==> config.mk <==
export PLATFORM = sky130hd
export DESIGN_NAME = ifu_prefetch
export DESIGN_NICKNAME = d
export VERILOG_FILES = /design/src/rtl/ifu_pkg.sv /design/src/rtl/ifu_fifo.sv /design/src/rtl/ifu_prefetch.sv
export SDC_FILE = /design/constraint.sdc
export NUM_CORES = 1
export LEC_CHECK = 0
export ABC_AREA = 1
export ABC_CLOCK_PERIOD_IN_PS = 14820
export BUFFER_PORTS_ARGS = -buffer_cell sky130_fd_sc_hd__buf_2
export CORE_MARGIN = 5
export CORE_UTILIZATION = 50
export CTS_BUF_LIST = sky130_fd_sc_hd__clkbuf_8
export DETAILED_ROUTE_END_ITERATION = 8
export PLACE_DENSITY = 0.7
export SYNTH_ARGS = -nofsm -noshare
export SYNTH_HDL_FRONTEND = slang
export SYNTH_HIERARCHICAL = 1
export SYNTH_SLANG_ARGS = --single-unit
==> constraint.sdc <==
create_clock -name clk_i -period 14.82 [get_ports clk_i]
set_input_delay 1.482 -clock clk_i [delete_from_list [all_inputs] [get_ports clk_i]]
set_output_delay 1.482 -clock clk_i [all_outputs]
set_load 0.1 [all_outputs]
==> src/rtl/ifu_pkg.sv <==
// ifu_pkg: shared types and constants for the prefetching instruction-fetch unit.
//   fetch_entry_t  : one fetch-queue entry {pc, inst, fault} at the default 32-bit widths
//   AXI_RESP_*     : AXI read-response encodings
//   IFU_RESET_PC   : default first fetch address
//   NOP_INST       : instruction presented while the fetch queue is empty (addi x0,x0,0)
package ifu_pkg;

  localparam int unsigned IFU_PC_W   = 32;
  localparam int unsigned IFU_INST_W = 32;

  localparam logic [1:0] AXI_RESP_OKAY   = 2'b00;
  localparam logic [1:0] AXI_RESP_EXOKAY = 2'b01;
  localparam logic [1:0] AXI_RESP_SLVERR = 2'b10;
  localparam logic [1:0] AXI_RESP_DECERR = 2'b11;

  localparam logic [IFU_PC_W-1:0]   IFU_RESET_PC = 32'h8000_0000;
  localparam logic [IFU_INST_W-1:0] NOP_INST     = 32'h0000_0013;

  typedef struct packed {
    logic [IFU_PC_W-1:0]   pc;
    logic [IFU_INST_W-1:0] inst;
    logic                  fault;
  } fetch_entry_t;

endpackage

==> src/rtl/ifu_fifo.sv <==
// ifu_fifo: synchronous fetch-queue FIFO with flush.
//   clk_i, rst_i        : clock, asynchronous active-low reset (pointers/count only)
//   push_i, push_data_i : enqueue one entry (ignored when full)
//   pop_i               : dequeue head entry (ignored when empty)
//   flush_i             : discard all entries; wins over push/pop in the same cycle
//   head_o              : entry at the head of the queue (stale when empty)
//   count_o, empty_o, full_o : occupancy status
module ifu_fifo
  import ifu_pkg::*;
#(
  parameter type         entry_t = fetch_entry_t,
  parameter int unsigned DEPTH   = 4,
  localparam int unsigned CNT_W  = $clog2(DEPTH + 1)
) (
  input  logic             clk_i,
  input  logic             rst_i,
  input  logic             push_i,
  input  entry_t           push_data_i,
  input  logic             pop_i,
  input  logic             flush_i,
  output entry_t           head_o,
  output logic [CNT_W-1:0] count_o,
  output logic             empty_o,
  output logic             full_o
);

  localparam int unsigned PTR_W = $clog2(DEPTH);

  entry_t           mem_q [DEPTH];
  entry_t           mem_d [DEPTH];
  logic [PTR_W-1:0] wr_ptr_q, wr_ptr_d;
  logic [PTR_W-1:0] rd_ptr_q, rd_ptr_d;
  logic [CNT_W-1:0] count_q, count_d;
  logic             do_push, do_pop;

  assign empty_o = (count_q == '0);
  assign full_o  = (count_q == CNT_W'(DEPTH));
  assign count_o = count_q;
  assign head_o  = mem_q[rd_ptr_q];

  always_comb begin
    do_push  = push_i & ~full_o;
    do_pop   = pop_i & ~empty_o;
    mem_d    = mem_q;
    wr_ptr_d = wr_ptr_q;
    rd_ptr_d = rd_ptr_q;
    count_d  = count_q;
    if (flush_i) begin
      wr_ptr_d = '0;
      rd_ptr_d = '0;
      count_d  = '0;
    end else begin
      if (do_push) begin
        mem_d[wr_ptr_q] = push_data_i;
        wr_ptr_d        = wr_ptr_q + PTR_W'(1);
      end
      if (do_pop) begin
        rd_ptr_d = rd_ptr_q + PTR_W'(1);
      end
      case ({do_push, do_pop})
        2'b10:   count_d = count_q + CNT_W'(1);
        2'b01:   count_d = count_q - CNT_W'(1);
        default: count_d = count_q;
      endcase
    end
  end

  always_ff @(posedge clk_i or negedge rst_i) begin
    if (!rst_i) begin
      wr_ptr_q <= '0;
      rd_ptr_q <= '0;
      count_q  <= '0;
    end else begin
      wr_ptr_q <= wr_ptr_d;
      rd_ptr_q <= rd_ptr_d;
      count_q  <= count_d;
    end
  end

  // Storage carries data only; validity is tracked by the pointers and count.
  always_ff @(posedge clk_i) begin
    mem_q <= mem_d;
  end

endmodule

==> src/rtl/ifu_prefetch.sv <==
// ifu_prefetch: instruction-fetch unit keeping up to MAX_OUTSTANDING sequential AXI-lite
// reads in flight and buffering returned instructions in a FIFO_DEPTH-entry queue for decode.
//   clk_i, rst_i                    : clock, asynchronous active-low reset
//   redirect_valid_i, redirect_pc_i : restart the fetch stream at a new word-aligned PC
//   f_valid_o, D_ready_i            : decode handshake for the head entry
//   pc_o, inst_o, fault_o           : head entry (RESET_PC / NOP when empty)
//   mst_ar_*                        : AXI-lite read-address channel (master side)
//   mst_r_*                         : AXI-lite read-data channel (master side)
// Build option: define IFU_ACCESS_FAULT_EN to store a bus-error flag per entry and drive
// fault_o from the head; otherwise the response code is ignored and fault_o is tied low.
module ifu_prefetch
  import ifu_pkg::*;
#(
  parameter int unsigned     PC_W            = 32,
  parameter int unsigned     INST_W          = 32,
  parameter int unsigned     FIFO_DEPTH      = 4,
  parameter int unsigned     MAX_OUTSTANDING = 2,
  parameter logic [PC_W-1:0] RESET_PC        = IFU_RESET_PC
) (
  input  logic              clk_i,
  input  logic              rst_i,
  input  logic              redirect_valid_i,
  input  logic [PC_W-1:0]   redirect_pc_i,
  output logic              f_valid_o,
  input  logic              D_ready_i,
  output logic [PC_W-1:0]   pc_o,
  output logic [INST_W-1:0] inst_o,
  output logic              fault_o,
  output logic              mst_ar_valid_o,
  output logic [PC_W-1:0]   mst_ar_addr_o,
  input  logic              mst_ar_ready_i,
  input  logic              mst_r_valid_i,
  input  logic [INST_W-1:0] mst_r_data_i,
  input  logic [1:0]        mst_r_resp_i,
  output logic              mst_r_ready_o
);

  localparam int unsigned CNT_W = $clog2(FIFO_DEPTH + 1);
  localparam int unsigned OUT_W = $clog2(MAX_OUTSTANDING + 1);
  localparam int unsigned SUM_W = CNT_W + 1;

`ifdef IFU_ACCESS_FAULT_EN
  typedef struct packed {
    logic [PC_W-1:0]   pc;
    logic [INST_W-1:0] inst;
    logic              fault;
  } entry_t;
`else
  typedef struct packed {
    logic [PC_W-1:0]   pc;
    logic [INST_W-1:0] inst;
  } entry_t;
`endif

  logic [PC_W-1:0]  fpc_q, fpc_d;
  logic [PC_W-1:0]  enq_pc_q, enq_pc_d;
  logic [PC_W-1:0]  ar_addr_q, ar_addr_d;
  logic             ar_valid_q, ar_valid_d;
  logic [OUT_W-1:0] outstanding_q, outstanding_d;
  logic [OUT_W-1:0] drop_q, drop_d;

  logic             ar_hs, r_hs, push, pop;
  logic [PC_W-1:0]  fetch_pc;
  logic [CNT_W-1:0] fifo_count, count_next;
  logic             fifo_empty, unused_full;
  entry_t           push_entry, head;

  assign mst_r_ready_o  = (outstanding_q != '0);
  assign mst_ar_valid_o = ar_valid_q;
  assign mst_ar_addr_o  = ar_addr_q;

  always_comb begin
    ar_hs = ar_valid_q & mst_ar_ready_i;
    r_hs  = mst_r_valid_i & mst_r_ready_o;

    case ({ar_hs, r_hs})
      2'b10:   outstanding_d = outstanding_q + OUT_W'(1);
      2'b01:   outstanding_d = outstanding_q - OUT_W'(1);
      default: outstanding_d = outstanding_q;
    endcase

    // A redirect flushes the queue, so neither a beat nor a pop lands in that cycle.
    push = r_hs & (drop_q == '0) & ~redirect_valid_i;
    pop  = ~fifo_empty & D_ready_i & ~redirect_valid_i;

    if (redirect_valid_i) begin
      count_next = '0;
    end else begin
      case ({push, pop})
        2'b10:   count_next = fifo_count + CNT_W'(1);
        2'b01:   count_next = fifo_count - CNT_W'(1);
        default: count_next = fifo_count;
      endcase
    end

    drop_d   = drop_q;
    enq_pc_d = enq_pc_q;
    fetch_pc = fpc_q;
    if (redirect_valid_i) begin
      // Everything still in flight is stale, including an AR held on the bus that
      // has not handshaken yet: it must still complete, and its beat is discarded.
      drop_d   = outstanding_d + OUT_W'(ar_valid_q & ~ar_hs);
      enq_pc_d = redirect_pc_i;
      fetch_pc = redirect_pc_i;
    end else if (r_hs) begin
      if (drop_q != '0) drop_d = drop_q - OUT_W'(1);
      else              enq_pc_d = enq_pc_q + PC_W'(4);
    end

    // fpc is the address of the next AR not yet placed on the bus; it advances when
    // an AR is launched, which is equivalent to advancing on the handshake because
    // the launched address stays frozen until that handshake.
    ar_valid_d = ar_valid_q;
    ar_addr_d  = ar_addr_q;
    fpc_d      = fetch_pc;
    if (!ar_valid_q || ar_hs) begin
      ar_valid_d = ((SUM_W'(outstanding_d) + SUM_W'(count_next)) < SUM_W'(FIFO_DEPTH)) &&
                   (outstanding_d < OUT_W'(MAX_OUTSTANDING));
      if (ar_valid_d) begin
        ar_addr_d = fetch_pc;
        fpc_d     = fetch_pc + PC_W'(4);
      end
    end
  end

  always_comb begin
    push_entry.pc   = enq_pc_q;
    push_entry.inst = mst_r_data_i;
`ifdef IFU_ACCESS_FAULT_EN
    push_entry.fault = (mst_r_resp_i != AXI_RESP_OKAY);
`endif
  end

`ifndef IFU_ACCESS_FAULT_EN
  logic unused_resp;
  assign unused_resp = ^mst_r_resp_i;
`endif

  ifu_fifo #(
    .entry_t (entry_t),
    .DEPTH   (FIFO_DEPTH)
  ) u_fifo (
    .clk_i       (clk_i),
    .rst_i       (rst_i),
    .push_i      (push),
    .push_data_i (push_entry),
    .pop_i       (pop),
    .flush_i     (redirect_valid_i),
    .head_o      (head),
    .count_o     (fifo_count),
    .empty_o     (fifo_empty),
    .full_o      (unused_full)
  );

  assign f_valid_o = ~fifo_empty;
  assign pc_o      = fifo_empty ? RESET_PC : head.pc;
  assign inst_o    = fifo_empty ? INST_W'(NOP_INST) : head.inst;
`ifdef IFU_ACCESS_FAULT_EN
  assign fault_o   = ~fifo_empty & head.fault;
`else
  assign fault_o   = 1'b0;
`endif

  always_ff @(posedge clk_i or negedge rst_i) begin
    if (!rst_i) begin
      fpc_q         <= RESET_PC;
      enq_pc_q      <= RESET_PC;
      ar_addr_q     <= RESET_PC;
      ar_valid_q    <= 1'b0;
      outstanding_q <= '0;
      drop_q        <= '0;
    end else begin
      fpc_q         <= fpc_d;
      enq_pc_q      <= enq_pc_d;
      ar_addr_q     <= ar_addr_d;
      ar_valid_q    <= ar_valid_d;
      outstanding_q <= outstanding_d;
      drop_q        <= drop_d;
    end
  end

endmodule

==> impl_metrics.env <==
export IMPL_initial_core_util_pct=50.44
export IMPL_p_total_uw=3616
export IMPL_slew_headroom_pct=32.53
export IMPL_crit_path_end_kind="flop"
export IMPL_insertion_delay_ns=0.60
export IMPL_rsz0062_at_grt="false"
export IMPL_whs_ns=0.4720
export IMPL_die_area_mm2=0.03637
export IMPL_ys_warn_count=6
export IMPL_placed_area_mm2=0.01740
export IMPL_grt_pass1_vias=11367
export IMPL_critPathLaunchType="input pin"
export IMPL_hp_class="flop to flop"
export IMPL_switching_share_pct=46.98
export IMPL_drc=0
export IMPL_crit_chain="buf_2 -> o21a_1 -> nand2_1 -> nor2_2 -> inv_1 -> ha_1 -> fa_1 -> o21ai_0 -> nor2_1 -> ha_1 -> nand2_1 -> nor2_1 -> nand3_2 -> nand2_2 -> nor2_4 -> nand3_4 -> inv_2 -> nand2_1 -> nor2_1 -> a21oi_1"
export IMPL_finalSetupTns_ns=0
export IMPL_fin_skew_ns=0.02577
export IMPL_vias=11774
export IMPL_p_seq_share_pct=35.7
export IMPL_max_freq_mhz=180.1
export IMPL_p_comb_share_pct=40.2
export IMPL_setup_viol=0
export IMPL_gp_congestion=0.8520
export IMPL_p_sw_uw=1698
export IMPL_p_clk_share_pct=24.0
export IMPL_r2r_start="drop_q[0]"
export IMPL_track_usage_pct=19.91
export IMPL_p_per_area_mw_per_mm2=194.5
export IMPL_p_leak_uw=0.007945
export IMPL_slowest_stage="nor2_2"
export IMPL_layout_min_cycle_time_ns=5.552
export IMPL_io_buffers=168
export IMPL_area_growth_pct=13.84
export IMPL_cp_startpoint="mst_r_valid_i"
export IMPL_period_share_pct=37.46
export IMPL_dp_hpwl_um=22910
export IMPL_cts_buffers=58
export IMPL_status="finished clean"
export IMPL_worstSetupPathType="input pin to flop"
export IMPL_stdcell_area_mm2=0.01859
export IMPL_ctsHoldBuffers=0
export IMPL_vias_per_cell=5.194
export IMPL_overflow=0
export IMPL_cts_clk_slew_worst_paths_ns=0.07
export IMPL_irDropWorstVdd_mv=0.1937
export IMPL_grt_max_degree=88
export IMPL_max_stage_delay_ns=0.72
export IMPL_hold_violations=0
export IMPL_setup_slack_ns=9.268
export IMPL_cts_setup_buffers=0
export IMPL_synth_net_count=1699
export IMPL_drive_gt1_share_pct=17.38
export IMPL_core_area_mm2=0.03237
export IMPL_wirelength_um=36950
export IMPL_ctsResizeCount=0
export IMPL_intPower_uw=1917
export IMPL_netlist_area_mm2=0.01633
export IMPL_arrival_ns=6.03
export IMPL_place_ws_ns=8.634
export IMPL_htree_levels=2
export IMPL_rows=66
export IMPL_clock_sinks=364
export IMPL_worstMarginPinSlew_ns=1.012
export IMPL_syn_inst=1614
export IMPL_cts_root_buf="clkbuf_8"
export IMPL_worstPathMaxFanout=63
export IMPL_clock_path_buffers=3
export IMPL_nets=1868
export IMPL_grt_pass1_wl_um=58340
export IMPL_tritoncts="built"
export IMPL_first_pass_iters=5
export IMPL_antenna_found_initial=0
export IMPL_first_iter_violations=794
export IMPL_hp_start="fpc_q[0]"
export IMPL_drv_cap=0
export IMPL_ios=172
export IMPL_ant_nets=0
export IMPL_die_w_um=190.7
export IMPL_die_h_um=190.7
export IMPL_cp_required_ns=15.30
export IMPL_drv_slew=0
export IMPL_drt_wirelength_per_cell_um=16.30
export IMPL_avgSynthCellArea_um2=10.12
-- stage by stage --
stage / util (%) / std cells
floorplan: - / 1614
global placement: 53.74 / 2165
detailed placement: 53.74 / 2165
CTS: 57.41 / 2266
global route: 57.41 / 2266
finish: 57.42 / 2267
-- sequential cells by signal, indices dropped and copies added, names as in the netlist --
name and cells:
outstanding_q 2, u_fifo/rd_ptr_q 2, mst_ar_valid_o 1, enq_pc_q 32, mst_ar_addr_o 32, drop_q 2, u_fifo/wr_ptr_q 2, u_fifo/count_o 3
fpc_q 32, u_fifo/mem_q 256
-- critical path, delay by kind of cell --
family,cells,cell delay (ns)
adders and majority gates,3,1.08
buffers and inverters,3,0.90
AOI/OAI and AO/OA,3,0.30
and+or+nand+nor,11,2.25
-- cells in the final DEF (no fill, tap or decap), types with 2 or more instances in the layout --
cell type / count
a22oi_1: 2
nand2_2: 10
edfxtp_1: 256
or2_2: 5
clkinv_2: 7
inv_2: 9
clkbuf_8: 67
dfrtp_1: 103
nor2_1: 237
nand3b_1: 2
buf_4: 13
fa_1: 2
o21a_1: 2
clkinv_8: 2
clkinv_1: 9
nor2_4: 13
nor4_1: 4
inv_1: 164
buf_2: 167
nand3_2: 3
dfstp_2: 3
nand4_1: 22
a21oi_1: 9
xnor2_1: 5
nor3_1: 12
bufinv_16: 4
nand3_1: 60
ha_1: 11
o22ai_1: 64
o21ai_1: 55
nand2_1: 336
o211ai_1: 14
xor2_1: 17
o21bai_1: 2
nor2_2: 7
o21ai_0: 115
-- power groups by stage --
| stage | clock network [µW] | logic, µW | registers (µW) |
|---|---|---|---|
| after floorplan | 0 | 951 | 1580 |
| after global routing | 941 | 1550 | 1310 |
| after detailed placement | 0 | 1460 | 1310 |
| after global placement | 0 | 1440 | 1310 |
| final | 868 | 1460 | 1290 |
| after CTS | 893 | 1460 | 1290 |
-- final timing paths --
kind                                      end  slack, ns  cells past startpoint
hold reg to reg                      fpc_q[0]       0.47                      2
min in group asynchronous   mst_ar_addr_o[24]       0.87                      1
setup reg to reg                    fpc_q[16]       9.80                     20
max in group asynchronous  u_fifo/rd_ptr_q[1]      12.58                      2
setup / recovery                    fpc_q[16]       9.27                     20
hold / removal                       fpc_q[0]       0.47                      2
-- layout make-up --
cell class / instances / area (µm²)
fill: 2825 / 13780
sequential: 364 / 10400
multi-input combinational: 1017 / 4901
timing repair buffer: 180 / 933.4
clock buffer: 67 / 922.1
inverter: 162 / 610.6
tap: 442 / 553.0
clock inverter: 34 / 266.5
antenna: 1 / 2.502
-- routing by layer --
layer / GRT usage (%) / up-vias / part of all wire, %
met1: 28.28 / 5560 / 45
li1: - / 5771 / -
met3: 3.369 / 65 / 6.6
met5: 0 / - / 0
met4: 5.856 / 0 / 2.1
met2: 31.87 / 378 / 46
No activity file was read; power rests on OpenSTA's default activity.
